## config.mk

```make
export PLATFORM = sky130hd
export DESIGN_NAME = mem_bus_arbiter
export DESIGN_NICKNAME = d
export VERILOG_FILES = /design/src/rtl/mem_bus_arbiter_pkg.sv /design/src/rtl/mem_bus_arbiter_tag_pipe.sv /design/src/rtl/mem_bus_arbiter.sv
export SDC_FILE = /design/constraint.sdc
export NUM_CORES = 1
export LEC_CHECK = 0
export BUFFER_PORTS_ARGS = -buffer_cell sky130_fd_sc_hd__buf_2
export CAP_MARGIN = 20
export CORE_AREA = 2 2 133 135
export DETAILED_ROUTE_END_ITERATION = 8
export DIE_AREA = 0 0 135 137
export PLACE_DENSITY_LB_ADDON = 0.3
export SETUP_SLACK_MARGIN = 0.2
export SLEW_MARGIN = 20
export SYNTH_ARGS = -nofsm -noshare
export SYNTH_HDL_FRONTEND = slang
export SYNTH_SLANG_ARGS = --single-unit
```

## constraint.sdc

```tcl
create_clock -name clk -period 1.55 [get_ports clk]
set_input_delay 0 -clock clk [delete_from_list [all_inputs] [get_ports clk]]
set_output_delay 0 -clock clk [all_outputs]
set_load 0.02 [all_outputs]
```

## src/rtl/mem_bus_arbiter_pkg.sv

```systemverilog
// Shared types for the IF/LS memory bus arbiter: response tags and arbitration states.
package mem_bus_arbiter_pkg;

    localparam int unsigned TagW    = 2;
    localparam int unsigned StarveW = 4;

    // Tag carried alongside each RAM access to route the read response.
    typedef enum logic [TagW-1:0] {
        TagNone = 2'd0,
        TagIf   = 2'd1,
        TagLs   = 2'd2
    } tag_e;

    typedef enum logic [0:0] {
        StLsPrio  = 1'b0,
        StIfForce = 1'b1
    } arb_state_e;

endpackage

```

## src/rtl/mem_bus_arbiter_tag_pipe.sv

```systemverilog
// Depth-stage shift register of response tags; a flush rewrites every IF tag
// (including the one entering this cycle) to NONE.
module mem_bus_arbiter_tag_pipe
    import mem_bus_arbiter_pkg::*;
#(
    parameter int unsigned Depth = 1
) (
    input  logic            clk,
    input  logic            rst_n,
    input  logic            flush,
    input  logic [TagW-1:0] tag_in,
    output logic [TagW-1:0] tag_out
);

    tag_e tag_q [Depth];
    tag_e tag_d [Depth];

    // Next stage contents: shift by one, squashing IF tags on flush.
    always_comb begin
        tag_d[0] = (flush && tag_e'(tag_in) == TagIf) ? TagNone : tag_e'(tag_in);
        for (int i = 1; i < int'(Depth); i++) begin
            tag_d[i] = (flush && tag_q[i-1] == TagIf) ? TagNone : tag_q[i-1];
        end
    end

    // Tag registers; reset discards everything in flight.
    always_ff @(posedge clk) begin
        if (!rst_n) begin
            for (int i = 0; i < int'(Depth); i++) tag_q[i] <= TagNone;
        end else begin
            for (int i = 0; i < int'(Depth); i++) tag_q[i] <= tag_d[i];
        end
    end

    assign tag_out = tag_q[Depth-1];

endmodule

```

## src/rtl/mem_bus_arbiter.sv

```systemverilog
// Arbiter sharing one pipelined single-port RAM between instruction fetch (IF) and
// load/store (LS). LS has priority; after STARVE_MAX consecutive LS grants with IF
// waiting, one IF grant is forced. Read responses are routed back by tag.
// Optional macro ARB_PERF_CNT_EN adds the perf_if_stall / perf_ls_gnt counters;
// without it both perf ports are tied to zero.
module mem_bus_arbiter
    import mem_bus_arbiter_pkg::*;
#(
    parameter int unsigned MEM_LAT    = 1,
    parameter int unsigned STARVE_MAX = 4
) (
    input  logic        clk,
    input  logic        rst_n,
    input  logic        if_req,
    input  logic [31:0] if_addr,
    output logic        if_gnt,
    output logic        if_rvld,
    output logic [31:0] if_rdata,
    input  logic        ls_req,
    input  logic        ls_we,
    input  logic [3:0]  ls_be,
    input  logic [31:0] ls_addr,
    input  logic [31:0] ls_wdata,
    output logic        ls_gnt,
    output logic        ls_rvld,
    output logic [31:0] ls_rdata,
    input  logic        flush,
    output logic        mem_cs,
    output logic        mem_we,
    output logic [3:0]  mem_be,
    output logic [31:0] mem_addr,
    output logic [31:0] mem_wdata,
    input  logic [31:0] mem_rdata,
    output logic        hold_IF,
    output logic        hold_EX,
    output logic [31:0] perf_if_stall,
    output logic [31:0] perf_ls_gnt
);

    arb_state_e         state_q, state_d;
    logic [StarveW-1:0] starve_q, starve_d;
    logic [StarveW-1:0] starve_inc;
    logic [TagW-1:0]    push_tag;
    logic [TagW-1:0]    out_tag;

    assign starve_inc = starve_q + 1'b1;

    // Arbitration: grant decision plus next state and starvation counter.
    always_comb begin
        state_d  = state_q;
        starve_d = starve_q;
        if_gnt   = 1'b0;
        ls_gnt   = 1'b0;

        unique case (state_q)
            StLsPrio: begin
                if (ls_req) begin
                    ls_gnt = 1'b1;
                end else if (if_req) begin
                    if_gnt = 1'b1;
                end
            end
            StIfForce: begin
                if (if_req) begin
                    if_gnt = 1'b1;
                end else if (ls_req) begin
                    ls_gnt = 1'b1;
                end
            end
            default: ;
        endcase

        if (!if_req || if_gnt) begin
            starve_d = '0;
        end else if (ls_gnt) begin
            starve_d = starve_inc;
        end

        // Forced IF lasts one grant, or ends early if the fetch goes away.
        if (if_gnt || !if_req) begin
            state_d = StLsPrio;
        end else if (state_q == StLsPrio && ls_gnt && starve_inc == StarveW'(STARVE_MAX)) begin
            state_d = StIfForce;
        end
    end

    // Arbitration state and starvation counter registers.
    always_ff @(posedge clk) begin
        if (!rst_n) begin
            state_q  <= StLsPrio;
            starve_q <= '0;
        end else begin
            state_q  <= state_d;
            starve_q <= starve_d;
        end
    end

    // RAM strobe and payload mux; all fields zero when idle.
    always_comb begin
        mem_cs    = 1'b0;
        mem_we    = 1'b0;
        mem_be    = 4'h0;
        mem_addr  = 32'h0;
        mem_wdata = 32'h0;
        if (if_gnt) begin
            mem_cs   = 1'b1;
            mem_be   = 4'hF;
            mem_addr = if_addr;
        end else if (ls_gnt) begin
            mem_cs    = 1'b1;
            mem_we    = ls_we;
            mem_be    = ls_be;
            mem_addr  = ls_addr;
            mem_wdata = ls_wdata;
        end
    end

    // Stores return nothing, so they push NONE.
    always_comb begin
        push_tag = TagNone;
        if (if_gnt) begin
            push_tag = TagIf;
        end else if (ls_gnt && !ls_we) begin
            push_tag = TagLs;
        end
    end

    mem_bus_arbiter_tag_pipe #(
        .Depth (MEM_LAT)
    ) u_tag_pipe (
        .clk     (clk),
        .rst_n   (rst_n),
        .flush   (flush),
        .tag_in  (push_tag),
        .tag_out (out_tag)
    );

    // A fetch response landing in the flush cycle itself is also dropped.
    assign if_rvld  = (out_tag == TagIf) && !flush;
    assign ls_rvld  = (out_tag == TagLs);
    assign if_rdata = if_rvld ? mem_rdata : 32'h0;
    assign ls_rdata = ls_rvld ? mem_rdata : 32'h0;

    assign hold_IF = if_req & ~if_gnt;
    assign hold_EX = ls_req & ~ls_gnt;

`ifdef ARB_PERF_CNT_EN
    logic [31:0] perf_if_stall_q;
    logic [31:0] perf_ls_gnt_q;

    // Free-running wrap-around performance counters.
    always_ff @(posedge clk) begin
        if (!rst_n) begin
            perf_if_stall_q <= 32'h0;
            perf_ls_gnt_q   <= 32'h0;
        end else begin
            if (hold_IF) perf_if_stall_q <= perf_if_stall_q + 32'h1;
            if (ls_gnt)  perf_ls_gnt_q   <= perf_ls_gnt_q + 32'h1;
        end
    end

    assign perf_if_stall = perf_if_stall_q;
    assign perf_ls_gnt   = perf_ls_gnt_q;
`else
    assign perf_if_stall = 32'h0;
    assign perf_ls_gnt   = 32'h0;
`endif

endmodule
```

==> results of run 1 <==
==> routing by layer <==
metal,global-route usage (%),up-vias,part of all wire (%)
met2,15.0,158,50
met3,1.26,4,8.1
met4,1.04,0,0.56
met5,0,-,0
met1,11.1,1190,41
li1,-,1266,-
==> layout make-up <==
| cell class | instances | area share [%] |
|---|---|---|
| clock buffer | 4 | 2.10 |
| sequential | 7 | 3.86 |
| inverter | 3 | 0.499 |
| timing repair buffer | 295 | 49.1 |
| tap | 225 | 7.49 |
| multi-input combinational | 225 | 37.0 |
==> worst max path at each step <==
stage | slack [ns] | cells after the start | to | from
6_report | 0.13 | 6 | mem_addr[12] | state_q
5_1_grt | 0.07 | 6 | mem_addr[12] | state_q
4_1_cts | 0.12 | 5 | mem_addr[26] | state_q
3_5_place_dp | 0.29 | 5 | mem_addr[26] | state_q
3_3_place_gp | 0.28 | 5 | mem_addr[26] | state_q
2_1_floorplan | 0.34 | 3 | if_rdata[22] | u_tag_pipe.tag_q[0][1]
==> through the flow <==
step	hold WS (ns)	util [%]
floorplan	0.0758	-
global placement	0.198	19.1
detailed placement	0.197	19.1
CTS	0.0587	20.5
global route	0.0775	22.0
finish	0.0619	22.0
==> cells by family after synthesis <==
group	Yosys count	synth area share [%]
multiplexers	1	0.536
flip-flops	7	7.50
buffers and inverters	85	32.1
AO/OA/AOI/OAI	43	19.2
other	1	0.201
XOR/XNOR	1	0.469
adder cells (fa/ha/maj)	2	1.34
AND/OR/NAND/NOR	114	38.6
==> state kept, by name, indices dropped and copies added (netlist names) <==
register and flops:
starve_q 4, state_q 1, u_tag_pipe.tag_q 2
==> cells in the final DEF, fill, tap and decap left out, types with 3 or more instances in the layout <==
cell,count
buf_2,222
and2_1,97
conb_1,64
buf_4,55
a22o_1,32
buf_6,7
clkbuf_16,5
buf_12,5
dfxtp_1,5
a21o_1,4
a21oi_1,3
nor2_1,3
buf_16,3
==> where the power goes <==
| part | switching (mW) | internal [mW] |
|---|---|---|
| Sequential | 0.00388 | 0.183 |
| Combinational | 0.583 | 0.435 |
| Clock | 0.0990 | 0.342 |
==> what timing repair did <==
item / in CTS / in global routing
setup endpoints to repair: 99 / 102
gates cloned: 3 / 3
pin swaps: 0 / 1
hold buffers: 1 / 0
buffers inserted: 2 / 4
resized for setup: 29 / 53
hold endpoints to repair: 1 / 0
==> flow_summary.toml, run 1 <==
[pwr]
power_mw = 1.65
power.density_nw_per_um2 = 438
vdd_ir_drop_max_uv = 269
p_leak_nw = 2.24

[yosys]
synthTopCellsByCount = "and2_1 (97), buf_4 (67), a22o_1 (32), dfxtp_1 (7)"
ys_seq_elements = 7
yosys.cell_types.count = 30
synth_flop_cell = "dfxtp_1"
yosys_warnings = 0
yosysSeqAreaShare_pct = 7.50
synth_most_common_cell = "and2_1"
yosys-top-cells-area = "and2_1 (32%), buf_4 (27%), a22o_1 (15%)"
mappedNetlistArea_um2 = 1870
synth_top_cell_area_share_pct = 32.5
synth-async-reset-ratio_pct = 0
synth_edf_count = 0
yosysTopAreaCell = "and2_1"
synth_cells = 254
syn_area_per_cell_um2 = 7.35

[job]
maxCapViolations = 0

[critical_path]
critical_path.top_delay_family = "buffers and inverters"
crit_top_cell = "buf_12"
r2r-end = "u_tag_pipe.tag_q[0][0]"
critical_path_class = "register to output port"
start_kind = "register"
path_max_fanout = 14
crit_path_cell_trace = "inv_1 > a21boi_4 > buf_12 > buf_12 > a22o_1 > buf_4"
cp.arrival_ns = 1.42
cp.required_ns = 1.55
worst_setup_path_end_kind = "output port"
critPathBufInv = 4
crit_path_max_incr_delay_ns = 0.35
cp_slowest_cell = "dfxtp_4"
r2r_cells = 6
regToRegSetupSlack_ns = 0.31
r2r_start = "state_q"

[placement]
place_ws_ns = 0.287
place_area_um2 = 3250
gp_congestion = 0.810
dp_hpwl_um = 7110
io_buffer_count = 277
placedCellCount = 742

[layout]
final_cell_area_um2 = 3760
multiInputGateArea_um2 = 1390
regArea_um2 = 145
drive_gt1_share_pct = 57.1
nNetsFinal = 675
syn_to_final_growth_pct = 101
final.fill_count = 1937
final_cells = 759
diodes = 0

[die]
die_w_um = 135
coreArea_um2 = 17100
die_area_um2 = 18500
rows = 48
ios = 342
die-height_um = 137
start_util_pct = 11.0

[cts]
h-tree-depth = 1
root_buffer = "clkbuf_16"
clkTransAtPathRegs_ns = 0.04
numCtsBuffers = 3
cts_max_path_buffers = 2
cts_sinks = 7
cts_tree = "built"
clock_latency_ns = 0.23

[global_routing]
grt_max_degree = 34
track_usage_pct = 8.43
antenna_found_initial = 0
grt_pass1_vias = 2285
grt_pass1_wl_um = 12400
grt_overflow_total = 0

[drt]
drt-initial-drc-count = 80
wl_per_cell_um = 12.7
postRouteAntennaNets = 0
drt-pass1-iter-count = 4
vias_per_cell = 3.45
vias = 2618
totalWireLength_um = 9620
drc_errors = 0

[timing]
setup_viol = 0
fin_crit_sh_pct = 91.8
hold_viol_final = 0
grt_setup_unrepaired = "true"
fin_crit_ns = 1.42
setup_tns_ns = 0
skew_ns = 0.00120
drv_slew = 0
timing.fmax_ghz = 0.703
setup_slack_ns = 0.128

[hold_path]
worstHoldEndpoint = "u_tag_pipe.tag_q[0][0]"
hp-start = "rst_n"
holdPathStages = 2
min-delay-path-class = "input port to register"

[run_status]
status = "complete, no violations"
No activity file was read; power rests on OpenSTA's default activity.
==> inputs of run 2 (changes only) <==
==> constraint.sdc (replaced) <==
create_clock -name clk -period 1.55 [get_ports clk]
set_input_delay 0.155 -clock clk [delete_from_list [all_inputs] [get_ports clk]]
set_output_delay 0.155 -clock clk [all_outputs]
set_load 0.02 [all_outputs]
==> run 2 against run 1 <==
  * Via count increased by 2.6%
  * Wire length up 3.9%
  * Count of clock-buffer cells in the layout stayed put
  * Non-clock buffer count is 3 higher
  * Sequential power barely moved
  * Clock power fell by 2%
  * Critical endpoint is now mem_addr[24]
  * Largest cell class unchanged
==> flow_summary.toml, run 2 (synthesis results as in run 1) <==
[global_routing]
grt_overflow_total = 0
grt_max_degree = 39
antenna_found_initial = 0
grt_pass1_vias = 2077
grt_pass1_wl_um = 10700
track_usage_pct = 7.13

[timing]
fin_crit_ns = 1.54
setup_slack_ns = 0.0140
hold_viol_final = 0
grt_setup_unrepaired = "true"
timing.fmax_ghz = 0.651
drv_slew = 0
setup_viol = 0
fin_crit_sh_pct = 99.1
whs_ns = 0.104
skew_ns = 0.00224

[layout]
largest_reg_flops = 4
nNetsFinal = 678
reg_top3 = "starve_q: 4 flops, u_tag_pipe.tag_q: 2 flops, state_q: 1 flops"
syn_to_final_growth_pct = 137
drive_gt1_share_pct = 69.3
final_cells = 762
top_register = "starve_q"
final_cell_mix = "buf_2 (170), buf_6 (80), conb_1 (64)"
layout_commonest_cell = "buf_2"
diodes = 0

[cts]
clock_latency_ns = 0.23
holdBufCountCts = 0
clkTransAtPathRegs_ns = 0.04
cts_sinks = 7
numCtsBuffers = 3
h-tree-depth = 1
cts_max_path_buffers = 2
root_buffer = "clkbuf_16"
cts_tree = "built"

[pwr]
p_leak_nw = 2.43
power.density_nw_per_um2 = 391
power_mw = 1.73
vdd_ir_drop_max_uv = 389

[critical_path]
r2r_cells = 4
path_max_fanout = 17
r2r_start = "starve_q[0]"
r2r-end = "starve_q[2]"
worst_setup_path_end_kind = "output port"
cp.required_ns = 1.39
critPathBufInv = 3
start_kind = "register"
regToRegSetupSlack_ns = 0.32
crit_path_cell_trace = "a21bo_4 > inv_8 > buf_12 > a22o_1 > buf_2"
critical_path.top_delay_family = "buffers and inverters"
worst-path-stages = 5
cp.arrival_ns = 1.38
critical_path_class = "register to output port"
endpoint = "mem_addr[24]"
crit_path_max_incr_delay_ns = 0.32
startpoint = "state_q"
cp_slowest_cell = "dfxtp_2"

[run_status]
status = "complete, no violations"

[drt]
wl_per_cell_um = 13.1
drt-pass1-iter-count = 4
drt-initial-drc-count = 66
vias_per_cell = 3.52
vias = 2685
drc_errors = 0
postRouteAntennaNets = 0
totalWireLength_um = 9990

[hold_path]
hp-start = "ls_we"
min-delay-path-class = "input port to register"

[placement]
dp_hpwl_um = 6120
io_buffer_count = 277
placedCellCount = 742
gp_congestion = 0.819
place_ws_ns = 0.142

[die]
ios = 342
die_w_um = 135
die_area_um2 = 18500
coreArea_um2 = 17100
start_util_pct = 11.0
rows = 48
die-height_um = 137

[job]
maxCapViolations = 0
[run 2: power by group]
group / internal [mW] / leakage [nW] / switching, mW
Combinational: 0.506 / 2.33 / 0.601
Clock: 0.342 / 0.0382 / 0.0909
Sequential: 0.185 / 0.0582 / 0.00384
Total: 1.03 / 2.43 / 0.696
[run 2: worst min-delay path by stage]
stage | slack (ns) | depth (start not counted) | end
final | 0.10 | 2 | u_tag_pipe.tag_q[0][1]
after global routing | 0.11 | 2 | u_tag_pipe.tag_q[0][1]
after CTS | 0.12 | 2 | u_tag_pipe.tag_q[0][1]
after detailed placement | 0.36 | 2 | u_tag_pipe.tag_q[0][1]
after global placement | 0.35 | 2 | u_tag_pipe.tag_q[0][1]
after floorplan | 0.23 | 1 | u_tag_pipe.tag_q[0][1]
[run 2: layout make-up]
class	instances	area, µm²
Timing Repair Buffer	298	2350
Sequential cell	7	144
Tap cell	225	282
Clock buffer	4	78.8
Fill cell	1823	12600
Multi-Input combinational cell	225	1540
Inverter	3	18.8
[run 2: stage by stage]
stage | instance area (µm²) | TNS, ns | utilization [%]
finish | 4420 | 0 | 25.9
global route | 4420 | -0.394 | 25.9
CTS | 3540 | 0 | 20.7
detailed placement | 3280 | 0 | 19.2
global placement | 3280 | 0 | 19.2
floorplan | 2110 | 0 | -
[run 2: what timing repair did]
action                     in CTS  in global routing
cloned                          3                  8
resized for setup              34                229
hold endpoints to repair        0                  0
pin swaps                       0                 53
setup endpoints to repair     135                136
buffers inserted                2                  3
[run 2: worst reg2reg max path, cell delays in order (launching register included)]
cell and delay (ns):
dfxtp_1 0.38, ha_1 0.24, inv_1 0.07, or3_1 0.34, a21oi_1 0.13
[run 2: metal layers]
layer  track usage [%]  routed length (µm)
met1              8.99                4170
met2              13.2                5140
met3              1.04                 667
met4             0.810                  15
met5                 0                   0
